`config.mk`:
```
export PLATFORM = sky130hd
export DESIGN_NAME = sdram_port_arbiter_flat
export DESIGN_NICKNAME = d
export VERILOG_FILES = /design/src/rtl/sdram_pkg.sv /design/src/rtl/sdram_port_arbiter_if.sv /design/src/rtl/sdram_rr_pick.sv /design/src/rtl/sdram_port_arbiter.sv /design/src/flat_wrapper.sv
export SDC_FILE = /design/constraint.sdc
export NUM_CORES = 1
export LEC_CHECK = 0
export BUFFER_PORTS_ARGS = -buffer_cell sky130_fd_sc_hd__clkbuf_2
export CAP_MARGIN = 20
export CORE_AREA = 2 2 74 111
export DETAILED_ROUTE_END_ITERATION = 8
export DIE_AREA = 0 0 76 113
export HOLD_SLACK_MARGIN = 0.06
export PLACE_DENSITY = 0.86
export SLEW_MARGIN = 20
export SYNTH_ARGS = -nofsm -noshare
export SYNTH_HDL_FRONTEND = slang
export SYNTH_SLANG_ARGS = --single-unit
```
`constraint.sdc`:
```
create_clock -name clk -period 3.02 [get_ports clk]
set_clock_uncertainty 0.15 [all_clocks]
set_input_delay 0.302 -clock clk [delete_from_list [all_inputs] [get_ports clk]]
set_output_delay 0.302 -clock clk [all_outputs]
set_load 0.01 [all_outputs]
```
`src/rtl/sdram_pkg.sv`:
```
// sdram_pkg: shared arbiter states, SDRAM command encodings and address field widths
package sdram_pkg;
  typedef enum logic [3:0] {
    WAIT_INIT = 4'b0001,
    ARBIT     = 4'b0010,
    AREF      = 4'b0100,
    XFER      = 4'b1000
  } state_t;
  localparam logic [3:0] CMD_NOP       = 4'b0111;
  localparam logic [3:0] CMD_PRECHARGE = 4'b0010;
  localparam logic [3:0] CMD_AREF      = 4'b0001;
  localparam logic [3:0] CMD_MRS       = 4'b0000;
  localparam logic [3:0] CMD_ACTIVE    = 4'b0011;
  localparam logic [3:0] CMD_WRITE     = 4'b0100;
  localparam logic [3:0] CMD_READ      = 4'b0101;
  localparam int BANK_W = 2;
  localparam int ROW_W  = 13;
  localparam int COL_W  = 9;
endpackage

```
`src/rtl/sdram_port_arbiter_if.sv`:
```
// sdram_port_arbiter_if: client port bundle between requesters and the arbiter
interface sdram_port_arbiter_if #(
  parameter int NUM_PORTS = 4,
  parameter int ADDR_W    = 24,
  parameter int LEN_W     = 9
);
  logic [NUM_PORTS-1:0]        port_req;
  logic [NUM_PORTS-1:0]        port_wr;
  logic [NUM_PORTS*ADDR_W-1:0] port_addr;
  logic [NUM_PORTS*LEN_W-1:0]  port_len;
  logic [NUM_PORTS-1:0]        port_gnt;
  logic [NUM_PORTS-1:0]        port_done;
  modport master (output port_req, port_wr, port_addr, port_len, input port_gnt, port_done);
  modport slave  (input port_req, port_wr, port_addr, port_len, output port_gnt, port_done);
endinterface

```
`src/rtl/sdram_rr_pick.sv`:
```
// sdram_rr_pick: first requester at or after ptr, wrapping at NUM_PORTS
module sdram_rr_pick import sdram_pkg::*; #(
  parameter int NUM_PORTS = 4,
  parameter int PW        = $clog2(NUM_PORTS)
) (
  input  logic [NUM_PORTS-1:0] req,
  input  logic [PW-1:0]        ptr,
  output logic [NUM_PORTS-1:0] gnt,
  output logic [PW-1:0]        idx,
  output logic                 any
);
  function automatic logic [PW-1:0] wrap(int v);
    return PW'((v >= NUM_PORTS) ? v - NUM_PORTS : v);
  endfunction
  always_comb begin
    gnt = '0;
    idx = '0;
    any = 1'b0;
    for (int i = 0; i < NUM_PORTS; i++)
      if (!any && req[wrap(int'(ptr) + i)]) begin
        any = 1'b1;
        idx = wrap(int'(ptr) + i);
      end
    if (any) gnt[idx] = 1'b1;
  end
endmodule

```
`src/rtl/sdram_port_arbiter.sv`:
```
// sdram_port_arbiter: round-robin burst scheduler with refresh priority for the SDRAM engines
module sdram_port_arbiter import sdram_pkg::*; #(
  parameter int NUM_PORTS = 4,
  parameter int ADDR_W    = 24,
  parameter int LEN_W     = 9
) (
  input  logic              clk,
  input  logic              rst_n,
  input  logic              flag_init_end,
  input  logic              aref_req,
  output logic              aref_en,
  input  logic              flag_aref_end,
  sdram_port_arbiter_if.slave ports,
  output logic              eng_wr_en,
  output logic              eng_rd_en,
  output logic [ADDR_W-1:0] eng_addr,
  output logic [LEN_W-1:0]  eng_len,
  input  logic              eng_done,
  output logic              busy
);
  localparam int PW = $clog2(NUM_PORTS);
  state_t               state, state_n;
  logic [PW-1:0]        rr_ptr, ptr_n, win, win_n, idx;
  logic [NUM_PORTS-1:0] pick, gnt_n, done_n;
  logic                 any, aref_n, wr_n, rd_n, wr_sel;
  logic [ADDR_W-1:0]    addr_n, addr_sel;
  logic [LEN_W-1:0]     len_n, len_sel;
  function automatic logic [PW-1:0] nxt(logic [PW-1:0] p);
    return (p == PW'(NUM_PORTS - 1)) ? '0 : p + PW'(1);
  endfunction
  sdram_rr_pick #(.NUM_PORTS(NUM_PORTS), .PW(PW)) u_pick (
    .req (ports.port_req),
    .ptr (rr_ptr),
    .gnt (pick),
    .idx (idx),
    .any (any)
  );
  assign addr_sel = ports.port_addr[idx*ADDR_W +: ADDR_W];
  assign len_sel  = ports.port_len[idx*LEN_W +: LEN_W];
  assign wr_sel   = ports.port_wr[idx];
  assign busy     = state != ARBIT;
  always_comb begin
    state_n = state;
    ptr_n   = rr_ptr;
    win_n   = win;
    aref_n  = aref_en;
    gnt_n   = ports.port_gnt;
    done_n  = '0;
    wr_n    = 1'b0;
    rd_n    = 1'b0;
    addr_n  = eng_addr;
    len_n   = eng_len;
    case (state)
      WAIT_INIT: state_n = flag_init_end ? ARBIT : WAIT_INIT;
      ARBIT:
        if (aref_req) begin
          state_n = AREF;
          aref_n  = 1'b1;
        end else if (any && len_sel == '0) begin
          done_n = pick;
          ptr_n  = nxt(idx);
        end else if (any) begin
          state_n = XFER;
          win_n   = idx;
          gnt_n   = pick;
          addr_n  = addr_sel;
          len_n   = len_sel;
          wr_n    = wr_sel;
          rd_n    = !wr_sel;
        end
      AREF:
        if (flag_aref_end) begin
          state_n = ARBIT;
          aref_n  = 1'b0;
        end
      XFER:
        if (eng_done) begin
          state_n = ARBIT;
          done_n  = ports.port_gnt;
          gnt_n   = '0;
          ptr_n   = nxt(win);
        end
      default: state_n = WAIT_INIT;
    endcase
  end
  always_ff @(posedge clk) begin
    if (!rst_n) begin
      state           <= WAIT_INIT;
      rr_ptr          <= '0;
      win             <= '0;
      aref_en         <= 1'b0;
      ports.port_gnt  <= '0;
      ports.port_done <= '0;
      eng_wr_en       <= 1'b0;
      eng_rd_en       <= 1'b0;
      eng_addr        <= '0;
      eng_len         <= '0;
    end else begin
      state           <= state_n;
      rr_ptr          <= ptr_n;
      win             <= win_n;
      aref_en         <= aref_n;
      ports.port_gnt  <= gnt_n;
      ports.port_done <= done_n;
      eng_wr_en       <= wr_n;
      eng_rd_en       <= rd_n;
      eng_addr        <= addr_n;
      eng_len         <= len_n;
    end
  end
endmodule

```
`src/flat_wrapper.sv`:
```
// flat-port wrapper written by rule: the top's interface ports become plain ports
module sdram_port_arbiter_flat import sdram_pkg::*;
#(
  parameter int NUM_PORTS = 4,
  parameter int ADDR_W    = 24,
  parameter int LEN_W     = 9
)
  (clk, rst_n, flag_init_end, aref_req, aref_en, flag_aref_end, eng_wr_en, eng_rd_en, eng_addr, eng_len, eng_done, busy, ports_port_req, ports_port_wr, ports_port_addr, ports_port_len, ports_port_gnt, ports_port_done);
  sdram_port_arbiter_if #(.NUM_PORTS(NUM_PORTS), .ADDR_W(ADDR_W), .LEN_W(LEN_W)) ports_i ();
  input  logic clk;
  input  logic rst_n;
  input  logic flag_init_end;
  input  logic aref_req;
  output logic aref_en;
  input  logic flag_aref_end;
  output logic eng_wr_en;
  output logic eng_rd_en;
  output logic [ADDR_W-1:0] eng_addr;
  output logic [LEN_W-1:0] eng_len;
  input  logic eng_done;
  output logic busy;
  input wire logic [$bits(ports_i.port_req)-1:0] ports_port_req;
  input wire logic [$bits(ports_i.port_wr)-1:0] ports_port_wr;
  input wire logic [$bits(ports_i.port_addr)-1:0] ports_port_addr;
  input wire logic [$bits(ports_i.port_len)-1:0] ports_port_len;
  output wire logic [$bits(ports_i.port_gnt)-1:0] ports_port_gnt;
  output wire logic [$bits(ports_i.port_done)-1:0] ports_port_done;
  assign ports_i.port_req = ports_port_req;
  assign ports_i.port_wr = ports_port_wr;
  assign ports_i.port_addr = ports_port_addr;
  assign ports_i.port_len = ports_port_len;
  assign ports_port_gnt = ports_i.port_gnt;
  assign ports_port_done = ports_i.port_done;
  sdram_port_arbiter #(.NUM_PORTS(NUM_PORTS), .ADDR_W(ADDR_W), .LEN_W(LEN_W)) u_core (.clk(clk), .rst_n(rst_n), .flag_init_end(flag_init_end), .aref_req(aref_req), .aref_en(aref_en), .flag_aref_end(flag_aref_end), .ports(ports_i), .eng_wr_en(eng_wr_en), .eng_rd_en(eng_rd_en), .eng_addr(eng_addr), .eng_len(eng_len), .eng_done(eng_done), .busy(busy));
endmodule
```
== Word-level counts from Yosys, hierarchy flattened ==
Cells that the tools add are included.

* Add/subtract/negate cells: 9
* Muxes and demuxes: 50
* $lt $le $gt $ge: 10
* Bitwise gates (word level): 5
* Div/mod/pow operators: 0
* Shifts and indexed selects: 2
* Reductions and logical operators: 18
* Multiply operators: 2
* Equal/unequal tests: 16

{| class="wikitable"
|+ Operators by type and width
! kind !! count
|-
| variable part select 96 x 8 -> 24 bit || 1
|-
| 2-to-1 mux 4 bit || 13
|-
| variable part select 36 x 7 -> 9 bit || 1
|-
| 2-to-1 mux 2 bit || 14
|-
| one-hot mux 4 bit (2 select lines) || 2
|-
| one-hot mux 4 bit (4 select lines) || 1
|-
| < comparator 2 x 3 -> 1 bit, second input constant || 5
|-
| 2-to-1 mux 1 bit || 12
|-
| AND reduction 4 bit || 3
|-
| binary-select mux 1 bit (select 2 bit) || 5
|-
| inequality test 2 bit, second input constant || 5
|-
| greater-or-equal comparator 3 bit, second input constant || 3
|-
| zero test 9 bit || 1
|-
| subtractor 2 x 1 -> 2 bit, second input constant || 4
|-
| adder 2 x 2 -> 3 bit, second input constant || 2
|-
| multiplier 2 x 4 -> 6 bit, second input constant || 1
|-
| logical AND 1 bit || 5
|-
| NOT 1 bit || 5
|-
| AND reduction 5 bit || 1
|-
| OR reduction 5 bit || 1
|-
| adder 2 x 1 -> 2 bit, second input constant || 2
|-
| == test 2 bit, second input constant || 2
|-
| == test 4 x 1 -> 1 bit, second input constant || 1
|-
| == test 4 x 2 -> 1 bit, second input constant || 1
|-
| other kinds (16) || 21
|}

* Logic and storage cells: 122
* Input bits: 146
* Memories: 0
* Bits in read-only memories: 0
* Register bits: 52
* Bits in latches: 0
* Output and inout port bits: 45
* Bits in writable memories: 0

== Longest topological paths before layout ==
Gate-level depths: netlist of run 1.

* Depth after elaboration: 23
* Gate-level depth with buffers: 13
* Depth with buffers taken out: 9

== Cells and area by module ==
A second synthesis of run 1 with hierarchy kept.

* Cells, all modules: 310
* Area total of the unflattened synthesis: 2,987.9 um^2

{| class="wikitable"
|+ Modules (own cells, without submodules)
! module !! area an instance (um^2) !! cells an instance !! times used !! seq. area each (um^2)
|-
| sdram_port_arbiter || 2,805.2 || 278 || 1 || 1,041.0
|-
| sdram_rr_pick || 182.7 || 32 || 1 || 0.0
|}

== Worst setup path before layout of run 1 ==
No wires, ideal clock.

* Path type: flip-flop to flip-flop
* Start point: register u_core.rr_ptr[1]
* End point: register u_core.eng_len[1]
* Library setup time: 0.116 ns
* Slack: 0.400 ns
* Cell stages (with the launch flop): 12
* Path buffers: 2
* Arrival time: 2.353 ns
* Clock period less this slack: 2.620 ns
* Required time: 2.754 ns
* Cell sequence: dfxtp_1 mux2i_1 nor2_1 or3_1 buf_2 clkinv_2 nand3_1 a222oi_1 nand4_1 and2_1 buf_2 a41o_1

* Cells in the longest elaborated chain, start to end: 20
* Elaborated cells between the ends (all ways): 43
* Those cells by class: add/sub (7); mul (1); order compare (4); shift (1); mux (20); bitwise (1); reduce/logical (9)

{| class="wikitable"
|+ Ends and longest elaborated chain
! element !! RTL line !! text
|-
| from (decl) || sdram_port_arbiter.sv:23 || <nowiki>logic [PW-1:0] rr_ptr, ptr_n, win, win_n, idx;</nowiki>
|-
| from (signal assigned) || sdram_port_arbiter.sv:100 || <nowiki>rr_ptr <= ptr_n;</nowiki>
|-
| parallel branches: the longest is 20 deep, another holds adder 2 x 1 -> 3 bit || -- ||
|-
| to (signal assigned) || sdram_port_arbiter.sv:108 || <nowiki>eng_len <= len_n;</nowiki>
|-
| to (decl) || sdram_port_arbiter.sv:17 || <nowiki>output logic [LEN_W-1:0] eng_len,</nowiki>
|}

Parallel ways; which one is timed is not known. The select of a mux whose other input is x is not followed.
A chain may end at the register's enable or synchronous reset.

== Worst setup path in the final report of run 1 ==
* Start point: register u_core.rr_ptr[1]
* End point: register u_core.ports.port_gnt[3]

* Cells in the longest elaborated chain, start to end: 23
* Elaborated cells between the ends (all ways): 54
* Those cells by class: add/sub (7); mul (1); order compare (6); eq/ne (2); shift (1); mux (27); reduce/logical (10)

{| class="wikitable"
|+ Ends and longest elaborated chain
! element !! RTL line !! text
|-
| parallel branches: the longest is 23 deep, another holds adder 2 x 1 -> 3 bit || -- ||
|-
| to (signal assigned) || sdram_port_arbiter.sv:103 || <nowiki>ports.port_gnt <= gnt_n;</nowiki>
|-
| to (decl) || sdram_port_arbiter_if.sv:14 || <nowiki>modport slave (input port_req, port_wr, port_addr, port_len, output port_gnt, port_done);</nowiki>
|}

Parallel ways; which one is timed is not known. The select of a mux whose other input is x is not followed.

==> results of run 1 <==
==> power groups by stage <==
stage / Clock (mW) / Combinational (mW) / Sequential [mW]
after CTS: 0.574 / 0.353 / 0.699
after floorplan: 0 / 0.197 / 0.715
after global placement: 0 / 0.342 / 0.715
final: 0.569 / 0.361 / 0.700
after global routing: 0.603 / 0.403 / 0.700
after detailed placement: 0 / 0.350 / 0.715
==> cell usage in the layout, fill, tap and decap left out, types with 2 or more instances in the layout <==
cell type | netlist | routed
a31oi_1 | 26 | 26
a211oi_2 | 0 | 4
clkbuf_2 | 0 | 189
clkbuf_1 | 29 | 2
a211oi_1 | 8 | 3
dfxtp_1 | 52 | 51
and3_1 | 33 | 33
nand2b_1 | 3 | 3
nand3_1 | 28 | 28
and2_1 | 3 | 2
a32o_1 | 4 | 4
mux2i_1 | 8 | 8
a21oi_1 | 8 | 8
o22a_1 | 2 | 2
nor2b_1 | 5 | 5
nor2_1 | 17 | 16
o21ai_0 | 16 | 16
nand2_1 | 152 | 150
buf_6 | 3 | 2
clkbuf_16 | 0 | 5
a41o_1 | 4 | 4
o21ai_1 | 30 | 30
nand2_2 | 0 | 2
buf_4 | 1 | 15
nand4_1 | 31 | 31
ha_1 | 5 | 5
==> cell families after synthesis <==
kind of cell               share of synthesized area
adders and majority gates                    0.01864
AOI/OAI and AO/OA                             0.1990
and+or+nand+nor                               0.3805
muxes                                        0.02721
buffers and inverters                        0.06447
DFF                                           0.3101
==> layer usage <==
metal,wire length (um),vias to the layer above
met5,0,-
met4,333,0
met3,598,25
met2,6188,154
met1,4278,1916
li1,-,2104
==> sequential cells by signal, indices dropped and copies added (netlist names) <==
register / count
u_core.eng_len: 9
u_core.rr_ptr: 2
u_core.ports.port_done: 4
u_core.state: 4
u_core.eng_addr: 24
u_core.eng_rd_en: 1
u_core.win: 2
u_core.aref_en: 1
u_core.eng_wr_en: 1
u_core.ports.port_gnt: 4
==> timing repair <==
action	in CTS	in global routing
resized for setup	0	14
setup buffers	0	0
setup endpoints to repair	0	47
==> worst max-delay path: stages, from the launching register on <==
cell	delay, ns
dfxtp_2	0.38
nand2_1	0.11
a221o_2	0.49
and3_1	0.24
a211oi_1	0.30
o22a_1	0.22
nand4_1	0.24
buf_4	0.27
nand2_2	0.14
mux2i_1	0.22
==> worst paths after layout <==
path | start | end | slack [ns] | cells after the start
min reg2reg | u_core.eng_len[2] | u_core.eng_len[2] | 0.30 | 2
max reg2reg | u_core.rr_ptr[1] | u_core.ports.port_gnt[3] | 0.18 | 9
min | aref_req | u_core.state[3] | 0.20 | 4
max | u_core.rr_ptr[1] | u_core.ports.port_gnt[3] | 0.18 | 9
==> cell type report <==
class / instances / area, sq um
sequential: 52 / 1042
clock buffer: 8 / 146.4
tap: 102 / 127.6
inverter: 3 / 12.51
timing repair buffer: 208 / 1106
fill: 713 / 2979
multi-input combinational: 398 / 2150
==> metrics by stage <==
stage | util | setup slack [ns] | total power [mW] | hold slack (ns)
4_1_cts | 0.5987 | 0.03414 | 1.626 | 0.1942
3_3_place_gp | 0.5793 | 0.1475 | 1.056 | 0.2854
6_report | 0.6061 | 0.1829 | 1.630 | 0.1970
5_1_grt | 0.6061 | 0.002495 | 1.706 | 0.2345
2_1_floorplan | - | 0.4004 | 0.9126 | 0.2821
3_5_place_dp | 0.5793 | -0.06349 | 1.065 | 0.2934
==> reports/results.ini, run 1 <==
[outcome]
status = finished, final reports clean

[logic_synthesis]
synth.avg_cell_area_sq_um = 6.741
synthTopCellsByArea = dfxtp_1 (31%), nand2_1 (17%), and3_1 (6.1%)
yosysMostFrequentCell = nand2_1
yosysSeqAreaShare = 0.3101
synth_seq_cells = 52
dominantRegCellSynth = dfxtp_1
postSynthCellCount = 498
yosys_warnings = 0
synth_edf_count = 0
yosysTopAreaCellShare = 0.3101
syn_nets = 649
synthDistinctLibCells = 42
async_reset_ff_frac = 0
synth_largest_area_cell = dfxtp_1
synth_area_sq_um = 3357
synthTopCellsByCount = nand2_1 (152), dfxtp_1 (52), and3_1 (33), nand4_1 (31), o21ai_1 (30)

[setup_path]
worstPathMaxFanout = 19
crit_required_ns = 3.08
cp-end-kind = register
crit_arrival_ns = 2.90
startpoint_type = register
setup.worst_path.class = register to register

[final_layout]
drive_above_1_share = 0.3423
finalNetCount = 819
design_area_sq_um = 4584
finalNonFillerCells = 771
diodes = 0
syn_to_final_growth_pct = 36.56

[power]
pwr-share-clk = 0.349
p_per_area_nw_per_um2 = 355.5
switching_share = 0.2694
intPower_mw = 1.191
combPwrFrac = 0.221
seq_power_share = 0.429
p_leak_nw = 2.257
ir_worst_vdd_uv = 231.3
switchingPower_mw = 0.4390

[die]
die_h_um = 113
rows = 39
ios = 191
die_x_um = 76
initial_core_util = 0.4438
dieArea_sq_um = 8588
core-area_sq_um = 7564

[global_routing]
grt_pass1_vias = 4263
use_met3 = 0.03987
grt_max_degree = 38
antenna_found_initial = 0
use_met1 = 0.2835
top_usage_layer = met2
grt_pass1_wl_mm = 18.98
grtUsageTotal = 0.2645
grtUsageMet2 = 0.5137
grt-ovfl-total = 0

[clock_tree]
cts_max_level = 2
clock_sinks = 52
ctsHoldBuffers = 0
clk_pin_slew_ns = 0.06
clk-insertion-delay-late_ns = 0.28
root_buffer = clkbuf_16
cts_tree = built
cts-root-to-sink-buffers = 2
cts_buffers = 5

[detailed_routing]
drt_drc_violations_left = 0
post_drt_wl_per_cell_um = 14.78
drt_iter0_drc = 221
vias_per_cell = 5.446
vias = 4199
wl_mm = 11.40
ant_nets = 0
first_pass_iters = 4

[sta]
slew_violations = 0
min_period_ns = 2.837
period_share = 0.9394
setup_tns_ns = 0
slew_headroom = 0.3548
rsz0062_at_grt = false
timing.fmax_mhz = 352.5
hold_viol_final = 0
setup_viol = 0
tightestPinTransition_ns = 0.9679

[run]
max_cap_violations = 0

[worst_hold_path]
hp-class = input port to register

[placed_design]
dp_cells = 763
place.gp.congestion = 0.8793
numPortBuffers = 190
hpwl_mm = 8.903
post_dp_cell_area_sq_um = 4382

Power figures use the tool's default switching activity.
==> run 2, diff against run 1 <==
--- a/config.mk
+++ b/config.mk
@@ -12,7 +12,8 @@
 export DIE_AREA = 0 0 76 113
 export HOLD_SLACK_MARGIN = 0.06
 export PLACE_DENSITY = 0.86
-export SLEW_MARGIN = 20
+export RECOVER_POWER = 25
+export SLEW_MARGIN = 0
 export SYNTH_ARGS = -nofsm -noshare
 export SYNTH_HDL_FRONTEND = slang
 export SYNTH_SLANG_ARGS = --single-unit
==> reports/results.ini, run 2 (synthesis results as in run 1) <==
[outcome]
status = finished, final reports clean  ; unchanged

[clock_tree]
cts_buffers = 5  ; unchanged
cts_tree = built  ; unchanged
clk-insertion-delay-late_ns = 0.28  ; about the same
clk_pin_slew_ns = 0.06  ; about the same
root_buffer = clkbuf_16  ; unchanged
clock_sinks = 52  ; unchanged
cts-root-to-sink-buffers = 2  ; unchanged
cts_max_level = 2  ; unchanged

[sta]
hold_slack_ns = 0.1963  ; was 0.1970 ns
slew_violations = 0  ; unchanged
rsz0062_at_grt = false  ; unchanged
tightestPinTransition_ns = 0.9592  ; was 0.9679 ns
fin_ws_ns = 0.1814  ; was 0.1829 ns
timing.fmax_mhz = 352.3  ; was 352.5 MHz
setup_viol = 0  ; unchanged
min_period_ns = 2.839  ; was 2.837 ns
period_share = 0.9399  ; was 0.9394
slew_headroom = 0.3605  ; was 0.3548
hold_viol_final = 0  ; unchanged

[worst_hold_path]
hold_path_depth = 4  ; unchanged
hp-class = input port to register  ; unchanged
min_to = u_core.state[3]  ; unchanged
min_from = aref_req  ; unchanged

[final_layout]
syn_to_final_growth_pct = 35.71  ; was 36.56%
finalNonFillerCells = 771  ; unchanged
largest_reg_flops = 24  ; unchanged
finalNetCount = 819  ; unchanged
top_regs = u_core.eng_addr: 24 flops, u_core.eng_len: 9 flops  ; unchanged
final_cell_mix = clkbuf_2 (166), nand2_1 (150), dfxtp_1 (51), and3_1 (33), nand4_1 (31)  ; was clkbuf_2 (189), nand2_1 (150), dfxtp_1 (51), and3_1 (33), nand4_1 (31)
drive_above_1_share = 0.3079  ; was 0.3423
regMostFlops = u_core.eng_addr  ; unchanged
diodes = 0  ; unchanged
fillers = 721  ; was 713
final_common_cell = clkbuf_2  ; unchanged
fin_util = 0.6023  ; was 0.6061

[setup_path]
setup.worst_path.class = register to register  ; unchanged
worstPathMaxFanout = 19  ; unchanged
reg2reg_slack_ns = 0.18  ; about the same
crit_arrival_ns = 2.90  ; about the same
startpoint_type = register  ; unchanged
crit_required_ns = 3.08  ; about the same
worstReg2RegStart = u_core.rr_ptr[1]  ; unchanged
rr_worst_depth = 9  ; unchanged
rr_endpoint = u_core.ports.port_gnt[3]  ; unchanged
cp-end-kind = register  ; unchanged

[global_routing]
grt_pass1_wl_mm = 18.98  ; unchanged
grt_max_degree = 38  ; unchanged
antenna_found_initial = 0  ; unchanged
grt-ovfl-total = 0  ; unchanged
grtUsageTotal = 0.2645  ; unchanged
grt_pass1_vias = 4263  ; unchanged

[detailed_routing]
wl_mm = 11.36  ; was 11.40 mm
drt_iter0_drc = 214  ; was 221
post_drt_wl_per_cell_um = 14.74  ; was 14.78 um
first_pass_iters = 4  ; unchanged
vias = 4218  ; was 4199
ant_nets = 0  ; unchanged
vias_per_cell = 5.471  ; was 5.446
drt_drc_violations_left = 0  ; unchanged

[placed_design]
hpwl_mm = 8.903  ; unchanged
numPortBuffers = 190  ; unchanged
place.gp.congestion = 0.8793  ; unchanged
place_ws_ns = -0.06349  ; unchanged
dp_cells = 763  ; unchanged

[die]
ios = 191  ; unchanged
initial_core_util = 0.4438  ; unchanged
die_h_um = 113  ; unchanged
core-area_sq_um = 7564  ; unchanged
rows = 39  ; unchanged
dieArea_sq_um = 8588  ; unchanged
die_x_um = 76  ; unchanged

[power]
ir_worst_vdd_uv = 234.3  ; was 231.3 uV
p_per_area_nw_per_um2 = 357.6  ; was 355.5 nW/um^2
p_total_mw = 1.629  ; was 1.630 mW
p_leak_nw = 2.177  ; was 2.257 nW

[run]
max_cap_violations = 0  ; unchanged

==> run 2: layer usage <==
metal	wire [um]	share of wire	GRT usage
met5	0	0	0
met4	344	0.030	0.1067
met3	590	0.052	0.03987
met2	6210	0.55	0.5137
met1	4218	0.37	0.2835
==> run 2: worst max path at each step <==
| stage | depth (start not counted) | start | end | slack (ns) |
|---|---|---|---|---|
| global route | 10 | u_core.rr_ptr[1] | u_core.eng_addr[13] | 0.002 |
| global placement | 12 | ports_port_req[2] | u_core.eng_len[8] | 0.15 |
| CTS | 11 | u_core.rr_ptr[1] | u_core.eng_len[8] | 0.03 |
| floorplan | 11 | u_core.rr_ptr[1] | u_core.eng_len[1] | 0.40 |
| finish | 9 | u_core.rr_ptr[1] | u_core.ports.port_gnt[3] | 0.18 |
| detailed placement | 10 | ports_port_req[2] | u_core.ports.port_gnt[0] | -0.06 |
==> run 2: worst max-delay path, cell delays in order, from the launching register on <==
cell	delay [ns]
dfxtp_2	0.38
nand2_1	0.11
a221o_2	0.49
and3_1	0.24
a211oi_1	0.30
o22a_1	0.22
nand4_1	0.24
buf_4	0.27
nand2_2	0.14
mux2i_1	0.22
==> run 2: repair_timing <==
action	4_1_cts	5_1_grt
setup buffers	0	0
resized for setup	0	14
hold buffers	0	0
endpoints found under the setup margin	0	47
==> run 2: where the power goes <==
group          total [mW]  internal, mW  switching, mW
Sequential          0.700         0.693        0.00647
Combinational       0.360         0.166          0.194
Clock               0.570         0.331          0.239
==> run 2: cell type report <==
cell class,instances,area [sq um],area share
Tap cell,102,127.6,0.02801
Multi-Input combinational cell,398,2150,0.4718
Timing Repair Buffer,208,1077,0.2365
Sequential cell,52,1042,0.2288
Inverter,3,12.51,0.002746
Clock buffer,8,146.4,0.03213
==> run 2: stage by stage <==
step	TNS, ns	cell area (sq um)
3_5_place_dp	-0.4820	4382
2_1_floorplan	0	3357
6_report	0	4556
5_1_grt	0	4556
4_1_cts	0	4528
3_3_place_gp	0	4382
